**config.mk**
```make
export PLATFORM = sky130hd
export DESIGN_NAME = uart_instr_link_flat
export DESIGN_NICKNAME = d
export VERILOG_FILES = /design/src/rtl/uart_instr_link_pkg.sv /design/src/rtl/uart_instr_link_if.sv /design/src/rtl/uart_instr_link_rx_byte.sv /design/src/rtl/uart_instr_link.sv /design/src/flat_wrapper.sv
export SDC_FILE = /design/constraint.sdc
export NUM_CORES = 1
export LEC_CHECK = 0
export ABC_CLOCK_PERIOD_IN_PS = 4900
export CELL_PAD_IN_SITES_DETAIL_PLACEMENT = 0
export CELL_PAD_IN_SITES_GLOBAL_PLACEMENT = 1
export CORE_MARGIN = 5
export CORE_UTILIZATION = 48
export CTS_BUF_LIST = sky130_fd_sc_hd__clkbuf_4
export CTS_CLUSTER_SIZE = 28
export DETAILED_ROUTE_END_ITERATION = 12
export GPL_ROUTABILITY_DRIVEN = 0
export GPL_TIMING_DRIVEN = 0
export PLACE_DENSITY = 0.88
export SYNTH_ARGS = -nofsm -noshare
export SYNTH_HDL_FRONTEND = slang
export SYNTH_SLANG_ARGS = --single-unit
```
**constraint.sdc**
```tcl
create_clock -name clk -period 4.9 [get_ports clk]
set_input_delay 0.98 -clock clk [delete_from_list [all_inputs] [get_ports clk]]
set_output_delay 0.98 -clock clk [all_outputs]
set_load 0.01 [all_outputs]
```
**src/rtl/uart_instr_link_pkg.sv**
```systemverilog
// Shared constants, bit-timing helpers and FSM state encodings for the UART instruction link.
package uart_instr_pkg;

    localparam int BYTES_PER_WORD = 4;

    typedef enum logic [1:0] {
        RX_IDLE  = 2'd0,
        RX_START = 2'd1,
        RX_DATA  = 2'd2,
        RX_STOP  = 2'd3
    } rx_state_e;

    typedef enum logic [1:0] {
        TX_IDLE  = 2'd0,
        TX_START = 2'd1,
        TX_DATA  = 2'd2,
        TX_STOP  = 2'd3
    } tx_state_e;

    function automatic int bit_cycles(input int clk_hz, input int baud);
        return clk_hz / baud;
    endfunction

    function automatic int half_bit(input int bit_len);
        return bit_len / 2;
    endfunction

endpackage

```
**src/rtl/uart_instr_link_if.sv**
```systemverilog
// Host-side signal bundle of the UART instruction link; slave = link, master = host/harness.
// Handshake: tx_start is a level request, accepted only on a cycle where tx_ready is 1.
interface uart_instr_link_if;
    logic        rx;
    logic [31:0] instruction;
    logic        instruction_rcv;
    logic [7:0]  tx_data;
    logic        tx_start;
    logic        tx;
    logic        tx_ready;
    logic [1:0]  rx_state_dbg;
    logic [1:0]  tx_state_dbg;

    modport slave (
        input  rx, tx_data, tx_start,
        output instruction, instruction_rcv, tx, tx_ready, rx_state_dbg, tx_state_dbg
    );

    modport master (
        output rx, tx_data, tx_start,
        input  instruction, instruction_rcv, tx, tx_ready, rx_state_dbg, tx_state_dbg
    );
endinterface

```
**src/rtl/uart_instr_link_rx_byte.sv**
```systemverilog
// 8N1 byte receiver: 2-flop synchronizer, start-bit glitch rejection, centre sampling.
// byte_valid_o / frame_err_o are single-cycle strobes on the stop-bit sample cycle.
module uart_rx_byte
    import uart_instr_pkg::*;
#(
    parameter int BIT_CYCLES = 104
) (
    input  logic       clk,
    input  logic       rst,
    input  logic       rx_i,
    output logic [7:0] byte_o,
    output logic       byte_valid_o,
    output logic       frame_err_o,
    output logic [1:0] state_o
);
    localparam int CW = $clog2(BIT_CYCLES + 1);
    localparam logic [CW-1:0] BIT_LAST  = CW'(BIT_CYCLES - 1);
    localparam logic [CW-1:0] HALF_LAST = CW'(half_bit(BIT_CYCLES) - 1);

    localparam logic [1:0] S_IDLE  = RX_IDLE;
    localparam logic [1:0] S_START = RX_START;
    localparam logic [1:0] S_DATA  = RX_DATA;
    localparam logic [1:0] S_STOP  = RX_STOP;

    logic          rx_meta_q, rx_sync_q, rx_prev_q;
    logic [1:0]    state_q, state_d;
    logic [CW-1:0] cnt_q, cnt_d;
    logic [2:0]    bit_q, bit_d;
    logic [7:0]    shift_q, shift_d;

    always_ff @(posedge clk or posedge rst) begin
        if (rst) begin
            rx_meta_q <= 1'b1;
            rx_sync_q <= 1'b1;
            rx_prev_q <= 1'b1;
        end else begin
            rx_meta_q <= rx_i;
            rx_sync_q <= rx_meta_q;
            rx_prev_q <= rx_sync_q;
        end
    end

    always_comb begin
        state_d      = state_q;
        cnt_d        = cnt_q;
        bit_d        = bit_q;
        shift_d      = shift_q;
        byte_valid_o = 1'b0;
        frame_err_o  = 1'b0;
        case (state_q)
            S_IDLE: begin
                // A falling edge needs a high line first, so a low line after a bad frame never re-arms.
                if (rx_prev_q && !rx_sync_q) begin
                    state_d = S_START;
                    cnt_d   = '0;
                end
            end
            S_START: begin
                if (cnt_q == HALF_LAST) begin
                    cnt_d   = '0;
                    bit_d   = '0;
                    state_d = rx_sync_q ? S_IDLE : S_DATA;
                end else begin
                    cnt_d = cnt_q + 1'b1;
                end
            end
            S_DATA: begin
                if (cnt_q == BIT_LAST) begin
                    cnt_d   = '0;
                    shift_d = {rx_sync_q, shift_q[7:1]};
                    bit_d   = bit_q + 1'b1;
                    if (bit_q == 3'd7) state_d = S_STOP;
                end else begin
                    cnt_d = cnt_q + 1'b1;
                end
            end
            S_STOP: begin
                if (cnt_q == BIT_LAST) begin
                    cnt_d        = '0;
                    state_d      = S_IDLE;
                    byte_valid_o = rx_sync_q;
                    frame_err_o  = !rx_sync_q;
                end else begin
                    cnt_d = cnt_q + 1'b1;
                end
            end
            default: state_d = S_IDLE;
        endcase
    end

    always_ff @(posedge clk or posedge rst) begin
        if (rst) begin
            state_q <= S_IDLE;
            cnt_q   <= '0;
            bit_q   <= '0;
            shift_q <= '0;
        end else begin
            state_q <= state_d;
            cnt_q   <= cnt_d;
            bit_q   <= bit_d;
            shift_q <= shift_d;
        end
    end

    assign byte_o  = shift_q;
    assign state_o = state_q;
endmodule

```
**src/rtl/uart_instr_link.sv**
```systemverilog
// UART instruction link: 4-byte little-endian word receiver plus single-byte transmitter.
// Optional macro UART_INSTR_LINK_RX_TIMEOUT_EN clears a stale partial word after an idle timeout.
module uart_instr_link
    import uart_instr_pkg::*;
#(
    parameter int CLK_HZ           = 12000000,
    parameter int BAUD             = 115200,
    parameter int RX_TIMEOUT_BYTES = 8
) (
    input  logic clk,
    input  logic rst,
    uart_instr_link_if.slave link
);
    localparam int BIT_CYCLES = bit_cycles(CLK_HZ, BAUD);
    localparam int CW = $clog2(BIT_CYCLES + 1);
    localparam logic [CW-1:0] BIT_LAST = CW'(BIT_CYCLES - 1);
    localparam logic [1:0] WORD_LAST = 2'(BYTES_PER_WORD - 1);

    localparam logic [1:0] RXS_IDLE = RX_IDLE;
    localparam logic [1:0] S_IDLE   = TX_IDLE;
    localparam logic [1:0] S_START  = TX_START;
    localparam logic [1:0] S_DATA   = TX_DATA;
    localparam logic [1:0] S_STOP   = TX_STOP;

    logic [7:0] rx_byte;
    logic       rx_byte_valid, rx_frame_err, timeout_hit;
    logic [1:0] rx_state;

    uart_rx_byte #(.BIT_CYCLES(BIT_CYCLES)) u_rx (
        .clk          (clk),
        .rst          (rst),
        .rx_i         (link.rx),
        .byte_o       (rx_byte),
        .byte_valid_o (rx_byte_valid),
        .frame_err_o  (rx_frame_err),
        .state_o      (rx_state)
    );

    logic [1:0]  byte_cnt_q, byte_cnt_d;
    logic [23:0] shadow_q, shadow_d;
    logic [31:0] instr_q, instr_d;
    logic        rcv_q, rcv_d;

    always_comb begin
        byte_cnt_d = byte_cnt_q;
        shadow_d   = shadow_q;
        instr_d    = instr_q;
        rcv_d      = 1'b0;
        if (rx_frame_err) begin
            byte_cnt_d = '0;
        end else if (rx_byte_valid) begin
            if (byte_cnt_q == WORD_LAST) begin
                instr_d    = {rx_byte, shadow_q};
                rcv_d      = 1'b1;
                byte_cnt_d = '0;
            end else begin
                case (byte_cnt_q)
                    2'd0:    shadow_d[7:0]   = rx_byte;
                    2'd1:    shadow_d[15:8]  = rx_byte;
                    default: shadow_d[23:16] = rx_byte;
                endcase
                byte_cnt_d = byte_cnt_q + 1'b1;
            end
        end else if (timeout_hit) begin
            byte_cnt_d = '0;
        end
    end

    always_ff @(posedge clk or posedge rst) begin
        if (rst) begin
            byte_cnt_q <= '0;
            shadow_q   <= '0;
            instr_q    <= '0;
            rcv_q      <= 1'b0;
        end else begin
            byte_cnt_q <= byte_cnt_d;
            shadow_q   <= shadow_d;
            instr_q    <= instr_d;
            rcv_q      <= rcv_d;
        end
    end

`ifdef UART_INSTR_LINK_RX_TIMEOUT_EN
    localparam int TIMEOUT_CYCLES = RX_TIMEOUT_BYTES * 10 * BIT_CYCLES;
    localparam int TW = $clog2(TIMEOUT_CYCLES + 1);

    logic [TW-1:0] to_cnt_q, to_cnt_d;
    logic          to_armed;

    assign to_armed    = (byte_cnt_q != 2'd0) && (rx_state == RXS_IDLE);
    assign timeout_hit = to_armed && (to_cnt_q == TW'(TIMEOUT_CYCLES - 1));

    always_comb begin
        to_cnt_d = '0;
        if (to_armed && !timeout_hit) to_cnt_d = to_cnt_q + 1'b1;
    end

    always_ff @(posedge clk or posedge rst) begin
        if (rst) to_cnt_q <= '0;
        else     to_cnt_q <= to_cnt_d;
    end
`else
    logic unused_timeout_cfg;
    assign unused_timeout_cfg = |RX_TIMEOUT_BYTES;
    assign timeout_hit        = 1'b0;
`endif

    logic [1:0]    tx_state_q, tx_state_d;
    logic [CW-1:0] tx_cnt_q, tx_cnt_d;
    logic [2:0]    tx_bit_q, tx_bit_d;
    logic [7:0]    tx_shift_q, tx_shift_d;
    logic          tx_q, tx_d, tx_ready_q, tx_ready_d;

    always_comb begin
        tx_state_d = tx_state_q;
        tx_cnt_d   = tx_cnt_q;
        tx_bit_d   = tx_bit_q;
        tx_shift_d = tx_shift_q;
        tx_d       = tx_q;
        tx_ready_d = tx_ready_q;
        case (tx_state_q)
            S_IDLE: begin
                if (link.tx_start) begin
                    tx_shift_d = link.tx_data;
                    tx_state_d = S_START;
                    tx_cnt_d   = '0;
                    tx_d       = 1'b0;
                    tx_ready_d = 1'b0;
                end
            end
            S_START: begin
                if (tx_cnt_q == BIT_LAST) begin
                    tx_cnt_d   = '0;
                    tx_bit_d   = '0;
                    tx_d       = tx_shift_q[0];
                    tx_shift_d = {1'b0, tx_shift_q[7:1]};
                    tx_state_d = S_DATA;
                end else begin
                    tx_cnt_d = tx_cnt_q + 1'b1;
                end
            end
            S_DATA: begin
                if (tx_cnt_q == BIT_LAST) begin
                    tx_cnt_d = '0;
                    if (tx_bit_q == 3'd7) begin
                        tx_d       = 1'b1;
                        tx_state_d = S_STOP;
                    end else begin
                        tx_d       = tx_shift_q[0];
                        tx_shift_d = {1'b0, tx_shift_q[7:1]};
                        tx_bit_d   = tx_bit_q + 1'b1;
                    end
                end else begin
                    tx_cnt_d = tx_cnt_q + 1'b1;
                end
            end
            S_STOP: begin
                if (tx_cnt_q == BIT_LAST) begin
                    tx_cnt_d   = '0;
                    tx_state_d = S_IDLE;
                    tx_ready_d = 1'b1;
                end else begin
                    tx_cnt_d = tx_cnt_q + 1'b1;
                end
            end
            default: tx_state_d = S_IDLE;
        endcase
    end

    always_ff @(posedge clk or posedge rst) begin
        if (rst) begin
            tx_state_q <= S_IDLE;
            tx_cnt_q   <= '0;
            tx_bit_q   <= '0;
            tx_shift_q <= '0;
            tx_q       <= 1'b1;
            tx_ready_q <= 1'b1;
        end else begin
            tx_state_q <= tx_state_d;
            tx_cnt_q   <= tx_cnt_d;
            tx_bit_q   <= tx_bit_d;
            tx_shift_q <= tx_shift_d;
            tx_q       <= tx_d;
            tx_ready_q <= tx_ready_d;
        end
    end

    assign link.instruction     = instr_q;
    assign link.instruction_rcv = rcv_q;
    assign link.tx              = tx_q;
    assign link.tx_ready        = tx_ready_q;
    assign link.rx_state_dbg    = rx_state;
    assign link.tx_state_dbg    = tx_state_q;
endmodule

```
**src/flat_wrapper.sv**
```systemverilog
// flat-port wrapper written by rule: the top's interface ports become plain ports
module uart_instr_link_flat import uart_instr_pkg::*;
#(
    parameter int CLK_HZ           = 12000000,
    parameter int BAUD             = 115200,
    parameter int RX_TIMEOUT_BYTES = 8
)
  (clk, rst, link_rx, link_tx_data, link_tx_start, link_instruction, link_instruction_rcv, link_tx, link_tx_ready, link_rx_state_dbg, link_tx_state_dbg);
  uart_instr_link_if link_i ();
  input  logic clk;
  input  logic rst;
  input wire logic [$bits(link_i.rx)-1:0] link_rx;
  input wire logic [$bits(link_i.tx_data)-1:0] link_tx_data;
  input wire logic [$bits(link_i.tx_start)-1:0] link_tx_start;
  output wire logic [$bits(link_i.instruction)-1:0] link_instruction;
  output wire logic [$bits(link_i.instruction_rcv)-1:0] link_instruction_rcv;
  output wire logic [$bits(link_i.tx)-1:0] link_tx;
  output wire logic [$bits(link_i.tx_ready)-1:0] link_tx_ready;
  output wire logic [$bits(link_i.rx_state_dbg)-1:0] link_rx_state_dbg;
  output wire logic [$bits(link_i.tx_state_dbg)-1:0] link_tx_state_dbg;
  assign link_i.rx = link_rx;
  assign link_i.tx_data = link_tx_data;
  assign link_i.tx_start = link_tx_start;
  assign link_instruction = link_i.instruction;
  assign link_instruction_rcv = link_i.instruction_rcv;
  assign link_tx = link_i.tx;
  assign link_tx_ready = link_i.tx_ready;
  assign link_rx_state_dbg = link_i.rx_state_dbg;
  assign link_tx_state_dbg = link_i.tx_state_dbg;
  uart_instr_link #(.CLK_HZ(CLK_HZ), .BAUD(BAUD), .RX_TIMEOUT_BYTES(RX_TIMEOUT_BYTES)) u_core (.clk(clk), .rst(rst), .link(link_i));
endmodule
```
# ---- After elaboration in Yosys (flattened, before gate mapping)
# Cells that the tools add are included.
dict set report word_totals {
  reg_bits 104
  latchBits 0
  ramBits 0
  mem_bits_ro 0
  inputBits 12
  output_inout_bits 39
  word_cells 125
  memories 0
}
dict set report classes {
  addsub 5
  n_mul 0
  div_mod_pow 0
  magnitude_cmp 0
  eq_ne 24
  shifts 0
  n_mux 49
  bitwise_logic 3
  n_reduce_logical 25
}
# op n
set ops {}
lappend ops {{two-way mux 7 bit} 5}
lappend ops {{two-way mux 8 bit} 4}
lappend ops {{two-way mux 2 bit} 14}
lappend ops {{one-hot mux 8 bit (3 select lines)} 1}
lappend ops {{one-hot mux 7 bit (3 select lines)} 1}
lappend ops {{AND reduction 4 bit} 5}
lappend ops {{one-hot mux 2 bit (4 select lines)} 2}
lappend ops {{two-way mux 3 bit} 5}
lappend ops {{AND reduction 5 bit} 3}
lappend ops {{adder 7 x 1 -> 7 bit, second input constant} 2}
lappend ops {{equality test 7 bit, second input constant} 2}
lappend ops {{!= test 2 bit, second input constant} 7}
lappend ops {{one-hot mux 7 bit (2 select lines)} 1}
lappend ops {{two-way mux 1 bit} 12}
lappend ops {{one-hot mux 3 bit (2 select lines)} 2}
lappend ops {{equality test 2 bit, second input constant} 5}
lappend ops {{AND reduction 3 bit} 3}
lappend ops {{!= test 2 x 1 -> 1 bit, second input constant} 4}
lappend ops {{nonzero test 2 bit} 4}
lappend ops {{equality test 7 x 6 -> 1 bit, second input constant} 1}
lappend ops {{adder 3 x 1 -> 3 bit, second input constant} 2}
lappend ops {{equality test 2 x 1 -> 1 bit, second input constant} 3}
lappend ops {{equality test 3 bit, second input constant} 2}
lappend ops {{logical NOT 2 bit} 3}
lappend ops {{other kinds (10)} 13}

# ---- Depth between registers and ports, before layout
# Gate-level depths: netlist (run 1).
dict set report depth {
  depth_word 5
  mapped_depth 7
  depth_no_buf 7
}

# ---- By module
# A second synthesis (run 1) with hierarchy kept.
dict set report hier_totals {
  hier_cells 424
  area_unflattened_um2 4684.5
}
# mod instances cells_each area_per_inst_um2 seq_area_each_um2
set modules_own_cells {}
lappend modules_own_cells {uart_instr_link 1 323 3538.4 2029.4}
lappend modules_own_cells {uart_rx_byte 1 101 1146.1 579.3}

# ---- Least setup slack after synthesis (run 1)
# Ideal clock, no wire load.
dict set report synth_path {
  path_type {input port to flip-flop}
  startpoint {in link_tx_start}
  endpoint {reg u_core.tx_shift_q[0]}
  setup_ns 0.125
  arrival_ns 1.876
  required_time_ns 4.775
  setup_slack_ns 2.899
  path_stages 4
  n_path_buf 0
  cell_sequence {nor2b_1 nor2_1 o21ai_2 mux2_2}
}
dict set report synth_via {
  elab_chain_cells 2
}
# item line
set synth_rtl {}
lappend synth_rtl {{start: declaration} flat_wrapper.sv:14} ;# input wire logic [$bits(link_i.tx_start)-1:0] link_tx_start;
lappend synth_rtl {{!= test 2 bit (no line)} -}
lappend synth_rtl {{AND reduction 5 bit (no line)} -}
lappend synth_rtl {{end signal: assignment} uart_instr_link.sv:182} ;# tx_shift_q <= tx_shift_d;
lappend synth_rtl {{end: declaration} uart_instr_link.sv:111} ;# logic [7:0] tx_shift_q, tx_shift_d;
# No other way between the ends.
# A chain may end at the register's enable or synchronous reset.

# ---- Final worst setup path (run 1)
dict set report layout_path {
  startpoint {reg u_core.tx_ready_q (netlist: u_core.link.tx_ready)}
  endpoint {out link_tx_ready}
}
# item line
set layout_rtl {}
lappend layout_rtl {{start: declaration} uart_instr_link.sv:112} ;# logic tx_q, tx_d, tx_ready_q, tx_ready_d;
lappend layout_rtl {{start signal: assignment} uart_instr_link.sv:184} ;# tx_ready_q <= tx_ready_d;
lappend layout_rtl {{end: declaration} flat_wrapper.sv:18} ;# output wire logic [$bits(link_i.tx_ready)-1:0] link_tx_ready;
# No word-level cell between the ends.

==> results of run 1 <==
[where the power goes]
group	leakage (nW)	internal, W	total, W	switching [W]
combinational	1.14	0.0000648	0.000149	0.0000845
clock	0.0692	0.000115	0.000420	0.000304
sequential	1.40	0.000888	0.000914	0.0000255
total	2.61	0.00107	0.00148	0.000414
[layout by cell type, fill, tap and decap left out, types with 2 or more instances in the layout]
cell and count:
buf_1 2, mux2i_1 3, a21oi_1 6, nor2b_1 3, nor3_1 2, or3_1 2, nand2b_1 3, a211o_1 2
clkbuf_1 2, o21ai_0 13, o21a_1 2, nand2_1 22, and3_1 2, inv_1 10, xor2_1 2, a21o_1 4
mux2_2 83, nor2_1 16, nand3_1 4, nand4_1 2, nor4_1 2, buf_2 4, nor3b_1 2, ha_1 16
or2_2 3, dfstp_2 5, dfrtp_1 99, nor2_2 2, clkdlybuf4s50_1 50, a22o_1 5, clkbuf_4 9, xnor2_1 2
inv_6 2, o22ai_1 2
[layout make-up]
cell class	instances	area [um^2]
Timing Repair Buffer	51	528.0
Tap cell	129	161.4
Inverter	11	43.79
Buffer	8	35.03
Fill cell	779	3856
Clock inverter	7	65.06
Sequential cell	104	2609
Multi-Input combinational cell	219	1874
Clock buffer	9	67.56
[logic make-up (layout without fill, tap and decap cells)]
group | count (synthesis) | in the layout | share of synthesized area
xor+xnor | 4 | 4 | 0.007685
buf+inv | 19 | 86 | 0.01674
compound gates | 40 | 40 | 0.05900
simple gates | 73 | 73 | 0.08891
mux | 86 | 86 | 0.2116
flops | 104 | 104 | 0.5722
fa+ha+maj | 16 | 16 | 0.04391
[layer usage]
| metal | track usage | wire length, um | up-vias |
|---|---|---|---|
| met2 | 0.2315 | 3840 | 35 |
| met4 | 0.06222 | 143 | 0 |
| met1 | 0.2216 | 4009 | 1427 |
| met5 | 0 | 0 | - |
| met3 | 0.02519 | 214 | 11 |
| li1 | - | - | 1337 |
[stage by stage]
step / hold WS (ps) / instances
after floorplan: 345.2 / 342
after global routing: 373.2 / 538
after CTS: 373.1 / 538
final: 369.1 / 538
after global placement: 345.3 / 521
after detailed placement: 352.8 / 522
[flip-flops by register name (all words and copies together), names as in the netlist, 2 cells and up, named ones only]
signal and count:
u_core.tx_bit_q 3, u_core.link.tx_state_dbg 2, u_core.u_rx.bit_q 3, u_core.byte_cnt_q 2, u_core.tx_shift_q 8, u_core.tx_cnt_q 7
u_core.u_rx.byte_o 8, u_core.shadow_q 24, u_core.link.instruction 32, u_core.u_rx.cnt_q 7
[Yosys cell counts (3+ instances only)]
cell | n | area [um^2]
inv_1 | 11 | 41.29
nor2_1 | 16 | 60.06
nand2b_1 | 3 | 18.77
dfrtp_1 | 99 | 2477
a21oi_1 | 6 | 30.03
o21ai_0 | 13 | 65.06
a21o_1 | 4 | 30.03
dfstp_2 | 5 | 131.4
nand3_1 | 4 | 20.02
buf_2 | 4 | 20.02
mux2_2 | 83 | 934.7
ha_1 | 16 | 200.2
a22o_1 | 5 | 43.79
nand2_1 | 22 | 82.58
or2_2 | 3 | 18.77
mux2i_1 | 3 | 30.03
nor2b_1 | 3 | 18.77
[worst max path at each step]
stage | start | to | slack, ps | depth (start not counted)
after floorplan | rst | async pin | 1200 | 1
after global placement | rst | u_core.link.instruction[3] | -270 | 2
after detailed placement | link_tx_start | u_core.tx_shift_q[7] | 2220 | 5
after CTS | u_core.link.tx_ready | link_tx_ready | 2320 | 1
after global routing | u_core.link.tx_ready | link_tx_ready | 2290 | 1
final | u_core.link.tx_ready | link_tx_ready | 2360 | 1
==> out/qor.yml, run 1 <==
global_routing:
  grt_first_pass_wirelength_um: 14120
  overflow: 0
  grt_pass1_vias: 2858
  track_usage: 0.1535
  grt_max_degree: 74
  antenna_found_initial: 0
synth:
  synth_edf_count: 0
  synthDistinctLibCells: 45
  synth_warnings: 0
  synth-async-reset-ratio: 1.000
  yosysSeqAreaShare: 0.5722
  netlist_instances: 342
  dominantRegCellSynth: "dfrtp_1"
  synth_area_um2: 4559
  syn-num-nets: 370
  synth.avg_cell_area_um2: 13.33
  ys_ff_latch: 104
floorplan:
  die_x_um: 107.5
  rows: 35
  die_h_um: 107.5
  initial_core_util: 0.4934
  core-area_um2: 9240
  die_area_um2: 11550
  io-pin-count: 51
power_and_ir_drop:
  ir_drop_mv: 0.1355
  power_w: 0.001483
  p_per_area_nw_per_um2: 275.4
  p_leak_nw: 2.614
cts:
  numCtsBuffers: 9
  ctsHtreeMaxLevel: 3
  clock-sinks: 104
  cts_root_buf: "clkbuf_4"
  cts_hold_buf: 0
  cts_setup_buffers: 0
  cts_buffer_depth: 2
  clock_latency_ps: 460
  clk_pin_slew_ps: 160
  post_cts_resized: 0
  cts_tree: "built"
detailed_routing:
  dr.first_iter.drc_count: 65
  ant_nets: 0
  wl_per_cell_um: 15.25
  drc: 0
  vias_per_cell: 5.223
  vias: 2810
  dr.pass1.iters: 4
  finalWirelength_um: 8207
cells_and_area:
  nNetsFinal: 432
  antennaDiodeCount: 0
  area_growth_pct: 18.08
  final_core_util: 0.5827
  finalInstanceArea_um2: 5384
  drive_above_1_share: 0.2958
min_path:
  hold_depth: 0
  hp-class: "reg -> reg"
  min_from: "u_core.u_rx.rx_meta_q"
  whs_endpoint: "u_core.u_rx.rx_sync_q"
critical_path:
  reg2reg_slack_ps: 2720
  crit_type: "reg -> out"
  cp-end-kind: "output pin"
  cp_max_fo: 3
  cp_num_buf_inv: 1
  crit_chain: "clkdlybuf4s50_1"
  arrival_ps: 1560
  cp_top_family: "flip-flops"
  slowest_stage: "dfstp_2"
  worstSetupStartpointType: "register"
  r2r_cells: 4
  crit_required_ps: 3920
  worstReg2RegEnd: "u_core.shadow_q[0]"
  cpPeakStageDelay_ps: 570
timing:
  maxSlewViolCount: 0
  setup_ws_ps: 2361
  fin_skew_ps: 22.09
  setup_violations: 0
  rsz0062_at_grt: "false"
  hold_viol_final: 0
  relSlewSlack: 0.5613
  max_clock_freq_mhz: 393.9
  fin_crit_sh: 0.5181
  setup_tns_ps: 0
  timing.final.crit_period_ps: 2539
  tightest_slew_ps: 655.3
run_status:
  status: "finished, final reports clean"
flow_run:
  drv_cap: 0
place:
  placed_area_um2: 5251
  io_buffers: 50
  dp_hpwl_um: 5740
  place_ws_ps: 2217
Note: power is estimated with default switching activity, not from simulation.
==> run 2: changes to the inputs <==
- ABC_CLOCK_PERIOD_IN_PS: 4900 -> 2300
- CORE_UTILIZATION: 48 -> 43
- PLACE_DENSITY: 0.88 -> 0.84
- clock period: 4.9 -> 2.3 ns (I/O delays scaled with it)
==> run 2 against run 1 <==
  * First-iteration DRC count rose by 20%
  * Count of clock-buffer cells in the layout unchanged
  * Setup slack got worse by 2200 ps
  * Register-to-register slack worse by 2600 ps
  * Largest cell class unchanged
  * Design area rose by 0.35%
==> out/qor.yml, run 2 (same netlist as run 1, synthesis figures left out) <==
detailed_routing:
  ant_nets: 0
  vias_per_cell: 5.103
  dr.first_iter.drc_count: 78
  wl_per_cell_um: 14.85
  dr.pass1.iters: 4
  finalWirelength_um: 8109
  drc: 0
  vias: 2786
critical_path:
  slowest_stage: "nor4b_4"
  cp_top_family: "simple AND/OR/NAND/NOR gates"
  arrival_ps: 2500
  cpPeakStageDelay_ps: 630
  crit_required_ps: 2640
  crit_chain: "and4bb_2 -> nand4_4 -> nor4b_4 -> mux2_2"
  r2r_cells: 4
  cp_num_buf_inv: 0
  reg2reg_slack_ps: 140
  cp_max_fo: 8
  worstReg2RegEnd: "u_core.shadow_q[0]"
  r2r-start: "u_core.u_rx.cnt_q[4]"
  cp-end-kind: "register"
  crit_type: "reg -> reg"
  worstSetupStartpointType: "register"
floorplan:
  die_h_um: 113.0
  rows: 37
  io-pin-count: 51
  initial_core_util: 0.4416
  die_area_um2: 12760
  die_x_um: 113.0
  core-area_um2: 10320
cells_and_area:
  antennaDiodeCount: 0
  final_common_cell: "dfrtp_1"
  largest_reg_flops: 32
  multi_input_area_um2: 1874
  seqCellArea_um2: 2609
  drive_above_1_share: 0.2976
  nNetsFinal: 433
  final_cell_mix: "dfrtp_1, mux2_2, clkdlybuf4s50_1"
  fill_cells: 878
  finalInstanceArea_um2: 5403
  area_growth_pct: 18.50
global_routing:
  grt_pass1_vias: 2837
  grt_first_pass_wirelength_um: 13770
  track_usage: 0.1319
  grt_max_degree: 45
  antenna_found_initial: 0
  overflow: 0
power_and_ir_drop:
  p_per_area_nw_per_um2: 581.9
  power.switching_w: 0.0008655
  power_w: 0.003144
  seq_power_share: 0.621
  internal_power_w: 0.002278
  power_frac_comb: 0.100
  swShare: 0.2753
  clockPowerShare: 0.279
  p_leak_nw: 2.619
  ir_drop_mv: 0.2950
place:
  io_buffers: 50
  dp_hpwl_um: 5903
  place_ws_ps: 126.9
  placed_area_um2: 5274
min_path:
  min_from: "u_core.u_rx.rx_meta_q"
  whs_endpoint: "u_core.u_rx.rx_sync_q"
  hold_depth: 0
  hp-class: "reg -> reg"
cts:
  clock-sinks: 104
  clock_latency_ps: 460
  post_cts_resized: 0
  numCtsBuffers: 9
  cts_buffer_depth: 2
  ctsHtreeMaxLevel: 3
  cts_root_buf: "clkbuf_4"
  cts_tree: "built"
  clk_pin_slew_ps: 160
  cts_hold_buf: 0
  cts_setup_buffers: 0
run_status:
  status: "finished, final reports clean"
flow_run:
  drv_cap: 0
timing:
  timing.final.crit_period_ps: 2159
  setup_violations: 0
  setup_ws_ps: 141.1
  max_clock_freq_mhz: 463.2
  tightest_slew_ps: 621.1
  maxSlewViolCount: 0
  setup_tns_ps: 0
  hold_viol_final: 0
  relSlewSlack: 0.5842
  rsz0062_at_grt: "false"
  fin_skew_ps: 30.12
  fin_crit_sh: 0.9387
==> run 2: power by group through the flow <==
| stage | clock (W) | sequential (W) | combinational [W] |
|---|---|---|---|
| 2_1_floorplan | 0 | 0.00197 | 0.000234 |
| 3_3_place_gp | 0 | 0.00198 | 0.000305 |
| 3_5_place_dp | 0 | 0.00198 | 0.000320 |
| 4_1_cts | 0.000920 | 0.00195 | 0.000321 |
| 5_1_grt | 0.000978 | 0.00196 | 0.000365 |
| 6_report | 0.000878 | 0.00195 | 0.000315 |
==> run 2: worst reg2reg max path, cell delays in order, from the launching register on <==
cell and delay (ps):
dfrtp_1 480, and4bb_2 360, nand4_4 170, nor4b_4 640, mux2_2 410
==> run 2: layout make-up <==
type,instances,share of cell area
Buffer,8,0.006484
Tap cell,136,0.03150
Timing Repair Buffer,52,0.1000
Sequential cell,104,0.4829
Clock buffer,9,0.01251
Multi-Input combinational cell,219,0.3469
Inverter,11,0.008337
Clock inverter,7,0.01135
==> run 2: how the worst max path moves through the flow <==
stage	from	endpoint	slack (ps)	cells past startpoint
CTS	u_core.u_rx.cnt_q[4]	u_core.shadow_q[0]	100	4
global route	register	u_core.shadow_q[0]	10	4
finish	u_core.u_rx.cnt_q[4]	u_core.shadow_q[0]	140	4
detailed placement	register	u_core.shadow_q[0]	130	4
global placement	rst	u_core.link.instruction[3]	-400	2
floorplan	register	u_core.shadow_q[0]	390	4
==> run 2: stage by stage <==
stage | hold WS (ps) | std cells | utilization
2_1_floorplan | 345.2 | 342 | -
3_3_place_gp | 345.6 | 528 | 0.5070
3_5_place_dp | 349.0 | 530 | 0.5108
4_1_cts | 348.8 | 546 | 0.5233
5_1_grt | 364.8 | 546 | 0.5233
6_report | 368.1 | 546 | 0.5233
==> run 2: per-layer routing <==
metal / up-vias / global-route usage / share of wire / routed length (um)
met5: - / 0 / 0 / 0
met4: 0 / 0.02644 / 0.0064 / 52
met3: 4 / 0.03583 / 0.035 / 280
met2: 31 / 0.2180 / 0.50 / 4016
met1: 1409 / 0.1760 / 0.46 / 3760
li1: 1342 / - / - / -
==> run 3: changes to the inputs <==
- ABC_AREA: default -> 0
- ABC_CLOCK_PERIOD_IN_PS: 2300 -> 2550
- CELL_PAD_IN_SITES_DETAIL_PLACEMENT: 0 -> default
- CELL_PAD_IN_SITES_GLOBAL_PLACEMENT: 1 -> default
- CORE_UTILIZATION: 43 -> 60
- PLACE_DENSITY: 0.84 -> 0.9
- clock period: 2.3 -> 2.55 ns (I/O delays scaled with it)
==> run 3 against run 2 <==
  * Core utilization increased by 21 points
  * Setup slack better by 230 ps
  * Power is 9.9% lower
  * Combinational power fell by 8.6%
  * Clock skew shrank 8.5 ps
  * Maximum frequency fell by 0.86%
  * Clock power is 10% lower
  * Highest routed layer unchanged
==> out/qor.yml, run 3 (same netlist as run 1, synthesis figures left out) <==
floorplan:
  die_x_um: 97.17
  rows: 31
  die_h_um: 97.17
  initial_core_util: 0.6219
  die_area_um2: 9442
  core-area_um2: 7331
  io-pin-count: 51
critical_path:
  arrival_ps: 2510
  cp-end-kind: "register"
  cp_num_buf_inv: 1
  cp_top_family: "simple AND/OR/NAND/NOR gates"
  slowest_stage: "dfrtp_1"
  worstSetupStartpointType: "register"
  crit_required_ps: 2880
  crit_type: "reg -> reg"
  cpPeakStageDelay_ps: 470
  crit_chain: "inv_1 -> ha_1 -> nor2b_1 -> nor2_1 -> o21ai_2 -> mux2_2"
  cp_max_fo: 9
cells_and_area:
  final_cell_mix: "dfrtp_1, mux2_2, clkdlybuf4s50_1"
  fill_cells: 480
  area_growth_pct: 17.51
  stdcell_count: 510
  nNetsFinal: 433
  multi_input_area_um2: 1874
  seqCellArea_um2: 2609
  final_common_cell: "dfrtp_1"
  drive_above_1_share: 0.2976
  largest_reg_flops: 32
place:
  place_ws_ps: 341.2
  dp_hpwl_um: 6043
  dp_cells: 493
  io_buffers: 50
global_routing:
  overflow: 0
  antenna_found_initial: 1
  grt_pass1_vias: 3032
  grt_max_degree: 44
  grt_first_pass_wirelength_um: 14100
  track_usage: 0.1826
cts:
  clock-sinks: 104
  clock_latency_ps: 450
  post_cts_resized: 0
  cts_buffer_depth: 2
  cts_setup_buffers: 0
  cts_root_buf: "clkbuf_4"
  cts_hold_buf: 0
  ctsHtreeMaxLevel: 3
  numCtsBuffers: 9
  clk_pin_slew_ps: 170
  cts_tree: "built"
power_and_ir_drop:
  ir_drop_mv: 0.3600
  power_frac_comb: 0.102
  internal_power_w: 0.002055
  p_leak_nw: 2.615
  swShare: 0.2748
  seq_power_share: 0.620
  power.switching_w: 0.0007787
  p_per_area_nw_per_um2: 529.0
  clockPowerShare: 0.278
detailed_routing:
  wl_per_cell_um: 16.04
  finalWirelength_um: 8180
  dr.pass1.iters: 4
  vias_per_cell: 5.459
  dr.first_iter.drc_count: 71
  drc: 0
  ant_nets: 0
  vias: 2784
run_status:
  status: "finished, final reports clean"
timing:
  max_clock_freq_mhz: 459.2
  maxSlewViolCount: 0
  hold_viol_final: 0
  relSlewSlack: 0.5927
  tightest_slew_ps: 608.4
  fin_skew_ps: 21.61
  setup_ws_ps: 372.3
  rsz0062_at_grt: "false"
  fin_crit_sh: 0.8540
  timing.final.crit_period_ps: 2178
  setup_violations: 0
  whs_ps: 369.4
flow_run:
  drv_cap: 0
min_path:
  hp-class: "reg -> reg"
run 3: final timing paths:
check,cells after the start,startpoint,slack (ps),to
max,6,u_core.link.tx_state_dbg[0],370,u_core.tx_shift_q[2]
min,0,u_core.u_rx.rx_meta_q,370,u_core.u_rx.rx_sync_q
max reg2reg,6,u_core.link.tx_state_dbg[0],370,u_core.tx_shift_q[2]
min reg2reg,0,u_core.u_rx.rx_meta_q,370,u_core.u_rx.rx_sync_q
max in group asynchronous,3,rst,1520,u_core.link.tx
min in group asynchronous,2,rst,420,u_core.tx_shift_q[5]
run 3: final cells by class:
| class | instances | area share |
|---|---|---|
| Clock inverter | 7 | 0.01121 |
| Sequential cell | 104 | 0.4869 |
| Multi-Input combinational cell | 219 | 0.3498 |
| Inverter | 11 | 0.008407 |
| Tap cell | 99 | 0.02312 |
| Clock buffer | 9 | 0.01261 |
| Antenna cell | 1 | 0.0004671 |
| Buffer | 8 | 0.006539 |
| Timing Repair Buffer | 52 | 0.1009 |
run 3: routing by layer:
layer,up-vias,part of all wire,track usage
met5,-,0,0
met4,0,0.018,0.07667
met3,11,0.022,0.03015
met2,36,0.50,0.3100
met1,1396,0.46,0.2321
li1,1341,-,-
run 3: power by group through the flow:
stage / clock network, W / logic, W / registers, W
3_5_place_dp: 0 / 0.000293 / 0.00179
5_1_grt: 0.000864 / 0.000327 / 0.00177
3_3_place_gp: 0 / 0.000270 / 0.00178
2_1_floorplan: 0 / 0.000211 / 0.00178
6_report: 0.000788 / 0.000288 / 0.00176
4_1_cts: 0.000814 / 0.000293 / 0.00176
run 3: stage by stage:
stage / utilization / TNS [ps] / power [W] / cell area (um^2)
after floorplan: - / 0 / 0.001989 / 4563
after global placement: 0.7076 / -15230 / 0.002053 / 5187
after detailed placement: 0.7131 / 0 / 0.002080 / 5228
after CTS: 0.7305 / 0 / 0.002864 / 5355
after global routing: 0.7308 / 0 / 0.002960 / 5358
final: 0.7308 / 0 / 0.002834 / 5358
